===== src/rtl/vram_pkg.sv =====
`timescale 1ns/1ps
`default_nettype none
// ============================================================================
// Package  : vram_pkg
// Purpose  : Shared VRAM map, pixel slot encodings and arbiter FSM states
//            for the VRAM arbiter and its neighbours.
// Revision : 1.0 - initial release
// ============================================================================
package vram_pkg;

  localparam int VRAM_ADDR_W = 15;
  localparam int VRAM_DATA_W = 16;

  // Pixel slot phases from the timing generator
  typedef enum logic [1:0] {
    TEXT_FETCH     = 2'd0,
    GLYPH_FETCH    = 2'd1,
    SET_FOREGROUND = 2'd2,
    DRAW           = 2'd3
  } slot_e;

  // VRAM memory map (word addresses)
  localparam logic [VRAM_ADDR_W-1:0] ADDR_TEXT  = 15'd0;
  localparam logic [VRAM_ADDR_W-1:0] SIZE_TEXT  = 15'd8192;
  localparam logic [VRAM_ADDR_W-1:0] ADDR_GLYPH = 15'd8192;
  localparam logic [VRAM_ADDR_W-1:0] SIZE_GLYPH = 15'd24576;

  // Arbiter FSM states; ARB_ISSUE is reserved because the issue mux is
  // combinational out of ARB_IDLE.
  typedef enum logic [1:0] {
    ARB_IDLE  = 2'd0,
    ARB_ISSUE = 2'd1,
    ARB_WAIT  = 2'd2,
    ARB_ACK   = 2'd3
  } arb_state_e;

endpackage : vram_pkg
`default_nettype wire


===== src/rtl/vram_arbiter.sv =====
`timescale 1ns/1ps
`default_nettype none
// ============================================================================
// Module   : vram_arbiter
// Purpose  : Shares the single-port synchronous VRAM between the pixel
//            generator (fixed slots 0/1 while video is active) and the CPU
//            (slots 2/3, or any slot during blanking).
// Revision : 1.0 - initial release
// Config   : VRAM_GLYPH_LOCK_EN - adds glyph_lock input and cpu_err output;
//            locked CPU writes into the glyph area are suppressed.
// Ports    :
//   clk, reset_n          clock, synchronous active-low reset
//   video_active          pixel generator enabled (changes only in slot 0)
//   pixel_state[1:0]      current pixel slot phase
//   pg_addr / pg_data     pixel generator address / read data (pass-through)
//   cpu_req/we/addr/wdata CPU request, held until cpu_ack
//   cpu_rdata / cpu_ack   CPU read data and one-cycle completion pulse
//   mem_addr/we/wdata     VRAM command
//   mem_rdata             VRAM read data, one cycle after mem_addr
//   glyph_lock / cpu_err  (VRAM_GLYPH_LOCK_EN only) write protect / error
// ============================================================================
module vram_arbiter
  import vram_pkg::*;
#(
  parameter int                ADDR_W     = 15,
  parameter int                DATA_W     = 16,
  parameter logic [ADDR_W-1:0] ADDR_GLYPH = vram_pkg::ADDR_GLYPH
) (
  input  logic              clk,
  input  logic              reset_n,
  input  logic              video_active,
  input  logic [1:0]        pixel_state,
  input  logic [ADDR_W-1:0] pg_addr,
  output logic [DATA_W-1:0] pg_data,
  input  logic              cpu_req,
  input  logic              cpu_we,
  input  logic [ADDR_W-1:0] cpu_addr,
  input  logic [DATA_W-1:0] cpu_wdata,
  output logic [DATA_W-1:0] cpu_rdata,
  output logic              cpu_ack,
`ifdef VRAM_GLYPH_LOCK_EN
  input  logic              glyph_lock,
  output logic              cpu_err,
`endif
  output logic [ADDR_W-1:0] mem_addr,
  output logic              mem_we,
  output logic [DATA_W-1:0] mem_wdata,
  input  logic [DATA_W-1:0] mem_rdata
);

  arb_state_e        state_q, state_d;
  logic              cpu_ack_q, cpu_ack_d;
  logic [DATA_W-1:0] cpu_rdata_q, cpu_rdata_d;
  logic              is_write_q, is_write_d;
  logic              err_pend_q, err_pend_d;
  logic              cpu_err_q, cpu_err_d;

  logic cpu_slot;
  logic issue;
  logic wr_blocked;

  // Slot decode: the pixel generator owns slots 0/1 only while active.
  always_comb begin
    cpu_slot = !video_active
             || (pixel_state == SET_FOREGROUND)
             || (pixel_state == DRAW);
    issue    = (state_q == ARB_IDLE) && cpu_req && cpu_slot;
  end

`ifdef VRAM_GLYPH_LOCK_EN
  always_comb begin
    wr_blocked = glyph_lock && cpu_we && (cpu_addr >= ADDR_GLYPH);
  end
  assign cpu_err = cpu_err_q;
`else
  always_comb begin
    wr_blocked = 1'b0;
  end
`endif

  // VRAM command mux: the CPU drives the RAM only in its issue cycle.
  always_comb begin
    mem_addr  = pg_addr;
    mem_we    = 1'b0;
    mem_wdata = '0;
    if (issue) begin
      mem_addr  = cpu_addr;
      mem_we    = cpu_we && !wr_blocked;
      mem_wdata = cpu_wdata;
    end
  end

  // Next-state logic
  always_comb begin
    state_d     = state_q;
    cpu_ack_d   = 1'b0;
    cpu_rdata_d = cpu_rdata_q;
    is_write_d  = is_write_q;
    err_pend_d  = err_pend_q;
    cpu_err_d   = 1'b0;
    case (state_q)
      ARB_IDLE: begin
        if (issue) begin
          state_d    = ARB_WAIT;
          is_write_d = cpu_we;
          err_pend_d = wr_blocked;
        end
      end
      ARB_WAIT: begin
        // RAM data for the issued address is present in this cycle.
        state_d     = ARB_ACK;
        cpu_ack_d   = 1'b1;
        cpu_rdata_d = is_write_q ? '0 : mem_rdata;
        cpu_err_d   = err_pend_q;
      end
      ARB_ACK: begin
        // No issue from here, so a held cpu_req waits for IDLE.
        state_d = ARB_IDLE;
      end
      default: begin
        state_d = ARB_IDLE;
      end
    endcase
  end

  always_ff @(posedge clk) begin
    if (!reset_n) begin
      state_q     <= ARB_IDLE;
      cpu_ack_q   <= 1'b0;
      cpu_rdata_q <= '0;
      is_write_q  <= 1'b0;
      err_pend_q  <= 1'b0;
      cpu_err_q   <= 1'b0;
    end else begin
      state_q     <= state_d;
      cpu_ack_q   <= cpu_ack_d;
      cpu_rdata_q <= cpu_rdata_d;
      is_write_q  <= is_write_d;
      err_pend_q  <= err_pend_d;
      cpu_err_q   <= cpu_err_d;
    end
  end

  assign cpu_ack   = cpu_ack_q;
  assign cpu_rdata = cpu_rdata_q;
  assign pg_data   = mem_rdata;

endmodule : vram_arbiter
`default_nettype wire

===== config.mk =====
export PLATFORM = sky130hd
export DESIGN_NAME = vram_arbiter
export DESIGN_NICKNAME = d
export VERILOG_FILES = /design/src/rtl/vram_pkg.sv /design/src/rtl/vram_arbiter.sv
export SDC_FILE = /design/constraint.sdc
export NUM_CORES = 1
export LEC_CHECK = 0
export BUFFER_PORTS_ARGS = -buffer_cell sky130_fd_sc_hd__buf_2
export CORE_MARGIN = 2
export CORE_UTILIZATION = 29
export DETAILED_ROUTE_END_ITERATION = 10
export PLACE_DENSITY = 0.76
export SLEW_MARGIN = 20
export SYNTH_ARGS = -nofsm -noshare
export SYNTH_HDL_FRONTEND = slang
export SYNTH_SLANG_ARGS = --single-unit

===== constraint.sdc =====
create_clock -name clk -period 1.5 [get_ports clk]
set_input_delay 0.15 -clock clk [delete_from_list [all_inputs] [get_ports clk]]
set_output_delay 0.15 -clock clk [all_outputs]
set_load 0.02 [all_outputs]

==> impl_metrics.env <==
export IMPL_outcome="finished with violations"
export IMPL_violations="negative setup slack"
export IMPL_startpoint_type="register"
export IMPL_avgSynthCellArea_um2=10.57
export IMPL_wirelength_mm=4.221
export IMPL_swShare_pct=29.09
export IMPL_gr_total_overflow=0
export IMPL_core_area_um2=3633
export IMPL_grt_antenna_before_repair=0
export IMPL_setup_viol=32
export IMPL_grt_pass1_wl_mm=5.727
export IMPL_die_y_um=65.27
export IMPL_regToRegSetupSlack_ns=0.05
export IMPL_ioPinCount=134
export IMPL_postCtsHoldBufs=0
export IMPL_cts_max_level=1
export IMPL_drt_iter0_drc=56
export IMPL_clkTransAtPathRegs_ns=0.07
export IMPL_period_share_pct=126.1
export IMPL_die_width_um=65.27
export IMPL_drtPass1Iterations=4
export IMPL_clock_sinks=20
export IMPL_rsz0062_at_grt="yes"
export IMPL_synthesis_area_um2=1089
export IMPL_ys_warn_count=0
export IMPL_drc=0
export IMPL_clk_latency_ns=0.25
export IMPL_cts_buffers=3
export IMPL_dpl_cell_area_um2=1698
export IMPL_pwr_share_clk_pct=29.0
export IMPL_synth_top_area_share_pct=36.78
export IMPL_net_switching_power_uw=529.4
export IMPL_critPathMaxFanout=6
export IMPL_n_antenna_cell=0
export IMPL_crit_arrival_ns=1.74
export IMPL_power_leakage_nw=1.160
export IMPL_maxSlewViolCount=0
export IMPL_vias=1224
export IMPL_dp_cells=267
export IMPL_clock_skew_ns=0.001612
export IMPL_synthCells=103
export IMPL_yosysTopAreaCell="dfxtp_1"
export IMPL_first_global_vias=1178
export IMPL_track_usage_pct=17.42
export IMPL_cts_buffer_depth=2
export IMPL_hold_path_class="primary input to register"
export IMPL_max_freq_mhz=528.7
export IMPL_yosysUniqueCellTypes=17
export IMPL_peakVddDrop_mv=0.6501
export IMPL_worstPathRequired_ns=1.35
export IMPL_wire_per_inst_um=15.18
export IMPL_p_int_mw=1.291
export IMPL_max_slew_margin_rel_pct=69.25
export IMPL_root_buffer="clkbuf_8"
export IMPL_min_period_ns=1.891
export IMPL_gp_congestion=0.7516
export IMPL_hold_viol_final=0
export IMPL_power_density_nw_per_um2=857.6
export IMPL_die_area_um2=4260
export IMPL_syn_num_nets=172
export IMPL_start_util_pct=29.96
export IMPL_fin_nets=300
export IMPL_maxCapViolations=0
export IMPL_ys_ff_latch=20
export IMPL_criticalPathCategory="register to primary output"
export IMPL_setup_tns_ns=-10.56
export IMPL_ys_seq_area_share_pct=36.78
export IMPL_grt_max_degree=17
export IMPL_cts_tree="built"
export IMPL_hpwl_mm=2.668
export IMPL_postRouteAntennaNets=0
export IMPL_seqPwrFrac_pct=32.3
export IMPL_vias_per_cell=4.403
export IMPL_fill_cells=319
export IMPL_syn2layout_area_growth_pct=94.94
export IMPL_stdcell_count=278
export IMPL_ys_top_cells_by_area="dfxtp_1 (37%), mux2_2 (16%), a22o_1 (13%), buf_4 (11%), and2_1 (9.8%)"
export IMPL_drive_gt1_share_pct=80.43
export IMPL_multi_input_area_um2=603.1
export IMPL_rows=22
export IMPL_worstSetupEndpointType="primary output"
export IMPL_worstMarginPinSlew_ns=0.4601
export IMPL_fin_area_um2=2122
export IMPL_setup_slack_ns=-0.3913
export IMPL_power_frac_comb_pct=38.7
export IMPL_regArea_um2=402.9
export IMPL_port_buffers=132
[flip-flops by register name, indices dropped and copies added (netlist names)]
| name | cells |
|---|---|
| cpu_rdata | 16 |
| state_q | 2 |
| cpu_ack | 1 |
| is_write_q | 1 |
[timing repair]
action                                  CTS  global route
gates resized for setup                  62            36
pin swaps                                 7             1
endpoints found under the setup margin   48            49
buffers inserted                          5             2
gates cloned                              1             1
[cell type report]
class                           count  area share, %
Clock buffer                        3          1.946
Clock inverter                      1          1.415
Inverter                            2         0.3538
Multi-Input combinational cell     59          28.42
Sequential cell                    20          18.99
Tap cell                           48          2.830
Timing Repair Buffer              145          46.05
[final timing paths]
path                 startpoint            end  cells after the start
setup / recovery     state_q[0]   mem_addr[12]                      6
hold / removal     mem_rdata[8]   cpu_rdata[8]                      2
setup reg to reg     state_q[0]     is_write_q                      7
hold reg to reg   cpu_rdata[13]  cpu_rdata[13]                      1
[power by group through the flow]
stage | sequential [mW] | clock [mW] | combinational, mW
after floorplan | 0.630 | 0 | 0.302
after global placement | 0.593 | 0 | 0.520
after detailed placement | 0.593 | 0 | 0.530
after CTS | 0.582 | 0.551 | 0.643
after global routing | 0.593 | 0.573 | 0.735
final | 0.588 | 0.529 | 0.704
[kinds of logic (layout without fill, tap and decap cells)]
| group | Yosys count | after routing | synth area share, % |
|---|---|---|---|
| AOI/OAI and AO/OA | 18 | 18 | 14.60 |
| muxes | 16 | 16 | 16.44 |
| buffers and inverters | 24 | 151 | 16.21 |
| and+or+nand+nor | 25 | 25 | 15.98 |
| DFF | 20 | 20 | 36.78 |
[metrics by stage]
| stage | total power, mW | worst slack [ns] | hold slack [ns] | utilization [%] |
|---|---|---|---|---|
| after floorplan | 0.9318 | 0.03403 | 0.2755 | - |
| after global placement | 1.113 | -0.1625 | 0.3696 | 46.73 |
| after detailed placement | 1.123 | -0.1954 | 0.3766 | 46.73 |
| after CTS | 1.777 | -0.4042 | 0.1016 | 55.61 |
| after global routing | 1.902 | -0.4335 | 0.09983 | 58.40 |
| final | 1.820 | -0.3913 | 0.1114 | 58.40 |
[routing by layer]
layer | routed length, µm | track usage [%] | vias up
li1 | - | - | 598
met1 | 1611 | 18.86 | 563
met2 | 2285 | 33.93 | 59
met3 | 287 | 4.452 | 4
met4 | 36 | 3.125 | 0
met5 | 0 | 0 | -
[cell usage in the layout (no fill, tap or decap)]
cell type / count
a21boi_4: 1
a22o_1: 16
and2_1: 3
and2_4: 14
and3_1: 1
and3b_2: 2
buf_2: 104
buf_4: 7
buf_6: 31
buf_8: 2
bufinv_16: 1
clkbuf_16: 1
clkbuf_8: 3
dfxtp_1: 18
dfxtp_2: 2
inv_1: 2
mux2_2: 4
mux2_4: 11
mux2i_1: 1
nand2_1: 2
nor2b_1: 1
nor2b_4: 1
nor4_4: 1
o21bai_1: 1
[worst max-delay path, cell delays in order (launching register included)]
cell,delay [ns]
dfxtp_2,0.33
buf_6,0.11
nor4_4,0.27
buf_4,0.18
clkbuf_16,0.14
mux2_4,0.31
buf_6,0.14
[cells in the mapped netlist]
master and instances:
buf_4 16, buf_6 3, o21bai_1 1, nor2b_1 2
inv_1 2, and3b_2 2, buf_2 2, mux2_2 15
clkbuf_2 1, dfxtp_1 20, and2_1 17, a22o_1 16
a21boi_2 1, nor4_4 1, mux2i_1 1, nand2_1 2
and3_1 1
No activity file was read; power rests on OpenSTA's default activity.
